--- config.mk ---
export PLATFORM = sky130hd
export DESIGN_NAME = mem_req_arbiter
export DESIGN_NICKNAME = d
export VERILOG_FILES = /design/src/rtl/mem_req_arbiter.sv
export SDC_FILE = /design/constraint.sdc
export NUM_CORES = 1
export LEC_CHECK = 0
export ABC_AREA = 1
export CORE_AREA = 2 2 267 269
export DETAILED_ROUTE_END_ITERATION = 10
export DIE_AREA = 0 0 269 271
export SLEW_MARGIN = 20
export SYNTH_ARGS = -nofsm -noshare
export SYNTH_HDL_FRONTEND = slang
export SYNTH_SLANG_ARGS = --single-unit
--- constraint.sdc ---
create_clock -name clk -period 4.04 [get_ports clk]
set_input_delay 0.606 -clock clk [delete_from_list [all_inputs] [get_ports clk]]
set_output_delay 0.606 -clock clk [all_outputs]
set_load 0.05 [all_outputs]
--- src/rtl/mem_req_arbiter.sv ---
// mem_req_arbiter
//   Shares one memory request/response port between the icache and dcache.
//   Fixed priority: dcache writeback/store/load first, then icache.
//   The winner is registered onto the memory port and held until
//   mem_req_ready. Read responses return in memory order and are steered
//   back to the issuing cache through an in-order source-tag FIFO.
//
// Optional feature (compile-time macro MEM_ARB_STARVE_EN):
//   A 3-bit starvation counter tracks consecutive icache losses to the
//   dcache. Once it reaches STARVE_MAX (must be <= 7), icache beats dcache
//   loads/stores on its next eligible cycle; writebacks still win.
//   Without the macro, arbitration is strict priority.
//
// Ports:
//   clk, rst                         clock, synchronous active-high reset
//   icache_req_valid/addr            icache line read request
//   dcache_req_valid/addr/data       dcache request (read unless store/writeback)
//   dcache_req_store, dcache_writeback  write qualifiers (no response)
//   mem_full_icache/dcache           request not accepted this cycle
//   mem_req_valid/addr/data/write    registered request to memory
//   mem_req_ready                    memory accepts the request
//   mem_resp_valid/addr/data         in-order read data from memory
//   icache_resp_valid/dcache_resp_valid  routed response strobes
//   resp_addr/resp_data              shared response payload
//   resp_err                         sticky: response arrived with no tag

module mem_req_arbiter #(
  parameter int ADDR_W     = 32,
  parameter int LINE_BITS  = 128,
  parameter int QDEPTH     = 4,
  parameter int STARVE_MAX = 4
) (
  input  logic                 clk,
  input  logic                 rst,
  input  logic                 icache_req_valid,
  input  logic [ADDR_W-1:0]    icache_req_addr,
  input  logic                 dcache_req_valid,
  input  logic [ADDR_W-1:0]    dcache_req_addr,
  input  logic [LINE_BITS-1:0] dcache_req_data,
  input  logic                 dcache_req_store,
  input  logic                 dcache_writeback,
  output logic                 mem_full_icache,
  output logic                 mem_full_dcache,
  output logic                 mem_req_valid,
  output logic [ADDR_W-1:0]    mem_req_addr,
  output logic [LINE_BITS-1:0] mem_req_data,
  output logic                 mem_req_write,
  input  logic                 mem_req_ready,
  input  logic                 mem_resp_valid,
  input  logic [ADDR_W-1:0]    mem_resp_addr,
  input  logic [LINE_BITS-1:0] mem_resp_data,
  output logic                 icache_resp_valid,
  output logic                 dcache_resp_valid,
  output logic [ADDR_W-1:0]    resp_addr,
  output logic [LINE_BITS-1:0] resp_data,
  output logic                 resp_err
);

  localparam int PTR_W = $clog2(QDEPTH);
  localparam int CNT_W = PTR_W + 1;

  // request output register
  logic                 req_vld_p1;
  logic [ADDR_W-1:0]    req_addr_p1;
  logic [LINE_BITS-1:0] req_data_p1;
  logic                 req_wr_p1;

  // tag FIFO (0 = icache, 1 = dcache)
  logic [QDEPTH-1:0]    tag_mem;
  logic [PTR_W-1:0]     head_ptr;
  logic [PTR_W-1:0]     tail_ptr;
  logic [CNT_W-1:0]     tag_cnt;

  // response register
  logic                 rsp_ic_vld_p1;
  logic                 rsp_dc_vld_p1;
  logic [ADDR_W-1:0]    rsp_addr_p1;
  logic [LINE_BITS-1:0] rsp_data_p1;
  logic                 rsp_err_p1;

  logic slot_free_p0, rd_ok_p0, dc_wr_p0, dc_elig_p0, ic_elig_p0;
  logic gnt_dc_p0, gnt_ic_p0, push_p0, pop_p0;

`ifdef MEM_ARB_STARVE_EN
  logic [2:0] starve_cnt;
  logic       starve_force_p0;

  function automatic logic [2:0] sat_inc3(input logic [2:0] v);
    return (v == 3'd7) ? v : v + 3'd1;
  endfunction
`endif

  // ---- stage p0: eligibility and arbitration ----
  // Read eligibility uses the registered tag count only, so a response
  // popping this cycle never frees space for a same-cycle read and there is
  // no combinational path from mem_resp_* into the request side.
  always_comb begin
    slot_free_p0 = !req_vld_p1 || mem_req_ready;
    rd_ok_p0     = tag_cnt < CNT_W'(QDEPTH);
    dc_wr_p0     = dcache_writeback || dcache_req_store;
    dc_elig_p0   = dcache_req_valid && slot_free_p0 && (dc_wr_p0 || rd_ok_p0);
    ic_elig_p0   = icache_req_valid && slot_free_p0 && rd_ok_p0;
`ifdef MEM_ARB_STARVE_EN
    starve_force_p0 = (starve_cnt >= 3'(STARVE_MAX)) &&
                      !(dcache_req_valid && dcache_writeback);
    gnt_ic_p0 = ic_elig_p0 && (!dc_elig_p0 || starve_force_p0);
    gnt_dc_p0 = dc_elig_p0 && !gnt_ic_p0;
`else
    gnt_dc_p0 = dc_elig_p0;
    gnt_ic_p0 = ic_elig_p0 && !dc_elig_p0;
`endif
    push_p0 = gnt_ic_p0 || (gnt_dc_p0 && !dc_wr_p0);
    pop_p0  = mem_resp_valid && (tag_cnt != '0);
  end

  assign mem_full_icache = icache_req_valid && !gnt_ic_p0;
  assign mem_full_dcache = dcache_req_valid && !gnt_dc_p0;

`ifdef MEM_ARB_STARVE_EN
  always_ff @(posedge clk) begin
    if (rst) begin
      starve_cnt <= '0;
    end else if (!icache_req_valid || gnt_ic_p0) begin
      starve_cnt <= '0;
    end else if (gnt_dc_p0) begin
      starve_cnt <= sat_inc3(starve_cnt);
    end
  end
`endif

  // ---- stage p1: request output register ----
  always_ff @(posedge clk) begin
    if (rst) begin
      req_vld_p1  <= 1'b0;
      req_addr_p1 <= '0;
      req_data_p1 <= '0;
      req_wr_p1   <= 1'b0;
    end else if (gnt_dc_p0 || gnt_ic_p0) begin
      req_vld_p1  <= 1'b1;
      req_addr_p1 <= gnt_dc_p0 ? dcache_req_addr : icache_req_addr;
      req_data_p1 <= (gnt_dc_p0 && dc_wr_p0) ? dcache_req_data : '0;
      req_wr_p1   <= gnt_dc_p0 && dc_wr_p0;
    end else if (mem_req_ready) begin
      req_vld_p1  <= 1'b0;
    end
  end

  assign mem_req_valid = req_vld_p1;
  assign mem_req_addr  = req_addr_p1;
  assign mem_req_data  = req_data_p1;
  assign mem_req_write = req_wr_p1;

  // Tag FIFO pointers and occupancy.
  always_ff @(posedge clk) begin
    if (rst) begin
      head_ptr <= '0;
      tail_ptr <= '0;
      tag_cnt  <= '0;
    end else begin
      if (push_p0) tail_ptr <= tail_ptr + PTR_W'(1);
      if (pop_p0)  head_ptr <= head_ptr + PTR_W'(1);
      case ({push_p0, pop_p0})
        2'b10:   tag_cnt <= tag_cnt + CNT_W'(1);
        2'b01:   tag_cnt <= tag_cnt - CNT_W'(1);
        default: tag_cnt <= tag_cnt;
      endcase
    end
  end

  always_ff @(posedge clk) begin
    if (push_p0) tag_mem[tail_ptr] <= gnt_dc_p0;
  end

  // ---- stage p1: response register ----
  always_ff @(posedge clk) begin
    if (rst) begin
      rsp_ic_vld_p1 <= 1'b0;
      rsp_dc_vld_p1 <= 1'b0;
      rsp_addr_p1   <= '0;
      rsp_data_p1   <= '0;
      rsp_err_p1    <= 1'b0;
    end else begin
      rsp_ic_vld_p1 <= pop_p0 && !tag_mem[head_ptr];
      rsp_dc_vld_p1 <= pop_p0 &&  tag_mem[head_ptr];
      if (mem_resp_valid) begin
        rsp_addr_p1 <= mem_resp_addr;
        rsp_data_p1 <= mem_resp_data;
      end
      if (mem_resp_valid && (tag_cnt == '0)) rsp_err_p1 <= 1'b1;
    end
  end

  assign icache_resp_valid = rsp_ic_vld_p1;
  assign dcache_resp_valid = rsp_dc_vld_p1;
  assign resp_addr         = rsp_addr_p1;
  assign resp_data         = rsp_data_p1;
  assign resp_err          = rsp_err_p1;

endmodule

==> results.txt, run 1 <==
----------------------------------------------------
[Run status]
  Run status ... finished clean

[Timing]
  Slew at the pin closest to its max-slew limit ... 0.8644 ns
  Number of pins exceeding their max-slew limit in the final report ... 0
  Final Setup Violations ... 0
  Accumulated negative setup slack ... 0 ns
  Minimum clock period ... 3.107 ns
  Final setup skew ... 0.02028 ns
  Relative slew slack ... 42.37%
  Maximum clock rate ... 321.9 MHz
  Total count of hold-check failures in the final report ... 0
  RSZ-0062 raised after global routing ... false
  Final critical-path share of the clock period ... 76.90%
  Worst setup slack after layout ... 0.9332 ns
  Final Hold Slack ... 0.4601 ns

[Power and ir drop]
  Power Density ... 462.5 nW/um^2
  Internal power consumption ... 6.724 mW
  Fraction of power spent switching nets ... 33.44%
  Leakage power ... 8.314 nW
  Part of the power in the clock network ... 35.7%
  Seq pwr share ... 36.8%
  Worst VDD drop ... 0.0003401 V
  Sum of internal, switching and leakage power ... 10.10 mW
  Net switching component of the power ... 3.378 mW
  Fraction of power consumed by combinational cells ... 27.5%

[Setup path]
  Worst path required time ... 3.43 ns
  Endpoint arrival time on the critical path ... 2.50 ns
  Type of the worst setup path ... in2out
  Critical path launch point type ... primary input
  Category of the worst setup path capture point ... primary output
  CP Max Fanout ... 6

[Logic synthesis]
  Combinational family with the most area after synthesis ... simple AND/OR/NAND/NOR gates
  Fraction of the mapped netlist area in simple logic gates ... 28.62%
  Synth top cells by count ... 399 x nor2_1, 332 x dfxtp_1, 294 x nand3_1
  Biggest area contributors in the synthesized netlist ... dfxtp_1 52%, nor2_1 12%, nand3_1 12%, o21ai_0 6.5%, a21oi_1 5.3%
  Synthesized instance count ... 1663
  Synth Area in XOR/XNOR ... 0%
  Post-Synthesis Net Count ... 2029
  Cell type with the highest aggregate area in the netlist ... dfxtp_1
  Number of unique standard cell types used by synthesis ... 21
  Netlist area before placement ... 12780 um^2
  Compound-cell area share of the yosys netlist ... 12.10%
  Share of synthesized area spent on multiplexers ... 0%
  Yosys warning total ... 0
  Average instance area after synthesis ... 7.686 um^2
  Share of the synthesized area in the top cell type ... 52.00%
  Part of the Yosys area used for sequential elements ... 52.94%
  Most frequently used cell type in the post-synthesis netlist ... nor2_1
  Ys async rst share ... 0%
  Post-synth EDFFs ... 4
  Register bit total from synthesis ... 336
  Post-synthesis share of cell area spent on full adders, half adders and majority gates ... 0.6461%
  Post-synth top flop ... dfxtp_1

[Floorplanning]
  Die area ... 72900 um^2
  Number of standard-cell rows in the floorplan ... 97
  Core Box Area ... 69790 um^2
  Die width ... 269 um
  Initial cell density of the core ... 18.31%
  Die height ... 271 um
  Top-level port count ... 687

[Place]
  Worst setup timing slack at the placement stage ... 0.9316 ns
  Placement Cell Area ... 20530 um^2
  RD Place Congestion ... 0.8155
  Final HPWL from detailed placement ... 37.61 mm
  Port Buffer Count ... 686
  Cell count after placement ... 3170

[Layout]
  Sequential cell area ... 6766 um^2
  Utilization after layout ... 31.30%
  Number of fill cells ... 7418
  Multi-input combinational cell area ... 5295 um^2
  Post-Layout Cell Count ... 3241
  Layout cells sized above 1 ... 4.306%
  Nets@finish ... 2639
  Area added between synthesis and finish ... 70.88%
  Final design area excluding fillers ... 21840 um^2

[CTS]
  Deepest level of the CTS H-tree ... 2
  Total CTS buffers ... 41
  CTS clock-pin slew for the worst setup and hold paths ... 0.05 ns
  Clk_lat worst skew ... 0.55 ns
  Hold buffers post-CTS ... 0
  Total number of clock tree sinks ... 336
  Longest Clk Path Bufs ... 3
  Post-CTS setup buffer count ... 0
  CTS tree ... yes
  Root cell of the clock tree ... clkbuf_16
  Cts repair resizes ... 0

[Global route]
  Wire length of the first global-routing pass ... 79.61 mm
  Initial antenna violation count ... 2
  Leftover overflow at the end of global routing ... 0
  Largest net degree at the start of global routing ... 158
  All-Layer GR Usage ... 13.93%
  Number of global-route vias before repair ... 13.24k

[Drt]
  Drt drc ... 0
  Final wirelength ... 53.95 mm
  Via-to-Cell Ratio ... 4.208
  Antenna viol nets, final ... 0
  Wirelength per Cell ... 16.65 um
  DR pass1 iterations ... 7
  Number of vias after detailed routing ... 13.64k
  First-iteration detailed-routing DRC count ... 821

[Min path]
  Worst hold-check path type ... reg2reg

[Run]
  Max Cap Viol ... 0

----------------------------------------------------
## cell usage in the layout, fill, tap and decap left out, types with 2 or more instances in the layout
master             n
diode_2            2
clkinv_2           5
inv_1             21
clkdlybuf4s50_1  683
clkinv_4           3
buf_4             20
clkbuf_8           9
clkbuf_16         42
nand2_1          117
buf_12            10
nand3b_1          32
inv_4              4
a21oi_1          136
clkbuf_1           8
o21ai_0          165
edfxtp_1           4
dfxtp_1          332
ha_1               5
nand3_1          294
nor2_1           399
## routing by layer
| metal | GRT usage (%) | wire, um |
|---|---|---|
| met1 | 16.94 | 22290 |
| met2 | 23.51 | 25630 |
| met3 | 3.804 | 4556 |
| met4 | 4.664 | 1478 |
| met5 | 0 | 0 |
## kinds of logic after synthesis
kind of cell	Yosys count
AOI/OAI and AO/OA	305
adders and majority gates	6
DFF	336
buffers and inverters	172
and+or+nand+nor	844
## cell type report
cell class                 instances  share of cell area (%)
clock buffer                      59                   5.517
timing repair buffer             713                   32.91
clock inverter                    10                  0.4469
tap                              940                   5.385
inverter                          26                  0.4927
antenna                            2                 0.02292
multi-input combinational       1155                   24.25
sequential                       336                   30.98
## registers in the layout, summed over array words and instances (netlist names)
register	cells
icache_resp_valid	1
mem_req_addr	32
mem_req_write	1
dcache_resp_valid	1
tail_ptr	2
resp_data	128
tag_cnt	3
mem_req_valid	1
mem_req_data	128
tag_mem	4
resp_addr	32
head_ptr	2
resp_err	1
## power groups by stage
stage | Combinational, mW | Sequential, mW | Clock (mW)
6_report | 2.77 | 3.72 | 3.61
5_1_grt | 2.96 | 3.75 | 3.87
4_1_cts | 2.80 | 3.72 | 3.74
3_5_place_dp | 2.78 | 3.79 | 0
3_3_place_gp | 2.79 | 3.78 | 0
2_1_floorplan | 0.803 | 4.61 | 0
## worst paths after layout
check | endpoint | from | slack [ns] | depth (start not counted)
setup / recovery | mem_full_icache | icache_req_valid | 0.93 | 7
hold / removal | resp_err$_SDFFE_PP0P_ | resp_err$_SDFFE_PP0P_ | 0.46 | 1
hold reg to reg | resp_err$_SDFFE_PP0P_ | resp_err$_SDFFE_PP0P_ | 0.46 | 1
setup reg to reg | tag_cnt[2]$_SDFFE_PP0P_ | tag_cnt[2]$_SDFFE_PP0P_ | 1.75 | 14
## critical path: stages
cell,delay (ns)
clkdlybuf4s50_1,0.48
nand2_1,0.05
nor2_1,0.30
nand2_1,0.23
nand2_1,0.10
inv_1,0.04
clkdlybuf4s50_1,0.69
No activity file was read; power rests on OpenSTA's default activity.
==> inputs of run 2 (changes only) <==
CORE_AREA = 2 2 264 266   (was 2 2 267 269)
DIE_AREA = 0 0 266 268   (was 0 0 269 271)
clock period = 2.7 ns   (was 4.04 ns; I/O delays follow)
==> run 2 against run 1 <==
Combinational power grew 52%. Cell count decreased by 1.6%. Non-clock buffer count grew 10. Total power grew 49%. Setup slack got worse by 0.63 ns.
==> results.txt, run 2 (synthesis gave the netlist of run 1 again) <==
----------------------------------------------------
[Run status]
  Run status ... finished clean

[Timing]
  Slew at the pin closest to its max-slew limit ... 0.8002 ns
  Worst setup slack after layout ... 0.3051 ns
  Maximum clock rate ... 417.6 MHz
  Relative slew slack ... 46.65%
  Final critical-path share of the clock period ... 88.70%
  Minimum clock period ... 2.395 ns
  Final Setup Violations ... 0
  Number of pins exceeding their max-slew limit in the final report ... 0
  RSZ-0062 raised after global routing ... false
  Final setup skew ... 0.01642 ns
  Total count of hold-check failures in the final report ... 0
  Accumulated negative setup slack ... 0 ns

[Setup path]
  Endpoint arrival time on the critical path ... 1.99 ns
  Largest stage delay on the critical path ... 0.32 ns
  Crit-path most repeated cell ... nand2_1
  Reg2Reg Depth ... 14
  Category of the worst setup path capture point ... primary output
  Buffers and inverters on the worst path ... 4
  Type of the worst setup path ... reg2out
  Worst setup path startpoint ... tag_cnt[2]$_SDFFE_PP0P_
  Critical path launch point type ... flop
  R2R Path Start ... tag_cnt[2]$_SDFFE_PP0P_
  R2r setup slk ... 0.58 ns
  CP Max Fanout ... 5
  CP top delay family ... buffers and inverters
  Crit-path slowest cell ... dfxtp_1
  End of the worst register-to-register path ... tag_cnt[2]$_SDFFE_PP0P_
  Critical path cell sequence ... inv_1 -> nand2_1 -> nor2_1 -> nand2_1 -> buf_4 -> nand2_1 -> inv_1 -> buf_4
  Worst path required time ... 2.30 ns

[Floorplanning]
  Initial cell density of the core ... 18.73%
  Core Box Area ... 68230 um^2
  Die width ... 266 um
  Number of standard-cell rows in the floorplan ... 96
  Top-level port count ... 687
  Die height ... 268 um
  Die area ... 71290 um^2

[Power and ir drop]
  Leakage power ... 8.366 nW
  Internal power consumption ... 9.979 mW
  Part of the power in the clock network ... 34.8%
  Fraction of power consumed by combinational cells ... 28.0%
  Net switching component of the power ... 5.028 mW
  Power Density ... 685.4 nW/um^2
  Fraction of power spent switching nets ... 33.51%
  Seq pwr share ... 37.1%
  Sum of internal, switching and leakage power ... 15.01 mW
  Worst VDD drop ... 0.0004092 V

[Layout]
  Commonest cells after routing, fill and taps aside ... 682 x clkdlybuf4s50_1, 399 x nor2_1, 332 x dfxtp_1
  Final design area excluding fillers ... 21890 um^2
  Area added between synthesis and finish ... 71.30%
  Nets@finish ... 2649
  Most common library cell in the layout ignoring fill and taps ... clkdlybuf4s50_1
  Layout cells sized above 1 ... 4.335%

[CTS]
  CTS tree ... yes
  Total number of clock tree sinks ... 336
  Clk_lat worst skew ... 0.55 ns
  CTS clock-pin slew for the worst setup and hold paths ... 0.05 ns
  Deepest level of the CTS H-tree ... 2
  Longest Clk Path Bufs ... 3
  Cts repair resizes ... 0
  Total CTS buffers ... 41
  Root cell of the clock tree ... clkbuf_16
  Post-CTS setup buffer count ... 0
  Hold buffers post-CTS ... 0

[Place]
  Port Buffer Count ... 686
  Placement Cell Area ... 20670 um^2
  Worst setup timing slack at the placement stage ... 0.1337 ns
  Final HPWL from detailed placement ... 37.53 mm
  RD Place Congestion ... 0.7920

[Drt]
  Wirelength per Cell ... 16.77 um
  First-iteration detailed-routing DRC count ... 882
  Length of routed met2 wiring ... 25.45 mm
  Routed length on met1 ... 22.07 mm
  Via-to-Cell Ratio ... 4.253
  DR pass1 iterations ... 5
  Number of vias after detailed routing ... 13.57k
  Metal3 WL ... 4.372 mm
  Drt drc ... 0
  Final wirelength ... 53.49 mm
  Antenna viol nets, final ... 0
  Top sig layer ... met5

[Global route]
  Wire length of the first global-routing pass ... 79.34 mm
  Initial antenna violation count ... 2
  Leftover overflow at the end of global routing ... 0
  Number of global-route vias before repair ... 13.34k
  All-Layer GR Usage ... 14.08%
  Largest net degree at the start of global routing ... 132

[Run]
  Max Cap Viol ... 0

[Min path]
  Depth of the worst hold-timing path ... 4
  Worst hold-check path type ... in2reg
  Origin of the worst min-delay path ... rst
  Hold endpoint ... mem_req_write$_SDFFE_PP0P_

----------------------------------------------------
-- run 2: cell count changes in the layout (fill, tap and decap cells not counted), sizes merged --
cell	previous run	this run
buf	30	41
clkinv	9	1
clkbuf	59	63
inv	26	28
clkdlybuf4s50	683	682
diode	2	1
-- run 2: tightest hold or removal path: stages --
cell	delay (ns)
buf_4	0.12
inv_4	0.12
nand2_1	0.11
nor2_1	0.03
-- run 2: how the worst max path moves through the flow --
stage	to	slack, ns	cells past startpoint
5_1_grt	mem_full_icache	0.20	8
2_1_floorplan	mem_full_dcache	0.24	6
6_report	mem_full_icache	0.31	8
3_5_place_dp	tag_cnt[2]$_SDFFE_PP0P_	0.13	14
3_3_place_gp	tag_cnt[2]$_SDFFE_PP0P_	0.09	14
4_1_cts	mem_full_icache	0.25	8
-- run 2: layout make-up --
cell class	instances	area [um^2]
fillers	7213	46330
repair buffers	723	7397
flip-flops and latches	336	6766
multi-input cells	1155	5295
clock buffers	63	1169
well taps	882	1104
inverters	26	107.6
clock inverters	4	52.55
diodes	1	2.502
-- run 2: per-layer routing --
| layer | GRT usage, % | vias up |
|---|---|---|
| met2 | 23.94 | 468 |
| met4 | 4.707 | 2 |
| met3 | 4.499 | 92 |
| li1 | - | 6760 |
| met1 | 16.77 | 6246 |
| met5 | 0 | - |
-- run 2: through the flow --
stage,util [%],hold slack (ns),std cells
2_1_floorplan,-,0.4717,1663
3_3_place_gp,30.30,0.4501,3122
3_5_place_dp,30.30,0.4681,3122
4_1_cts,32.09,0.2400,3189
5_1_grt,32.09,0.2856,3189
6_report,32.09,0.2814,3190
-- run 2: power groups by stage --
stage | combinational [mW] | clock [mW] | sequential [mW]
2_1_floorplan | 1.20 | 0 | 6.89
3_3_place_gp | 4.23 | 0 | 5.66
3_5_place_dp | 4.23 | 0 | 5.67
4_1_cts | 4.24 | 5.43 | 5.57
5_1_grt | 4.50 | 5.59 | 5.61
6_report | 4.21 | 5.23 | 5.57
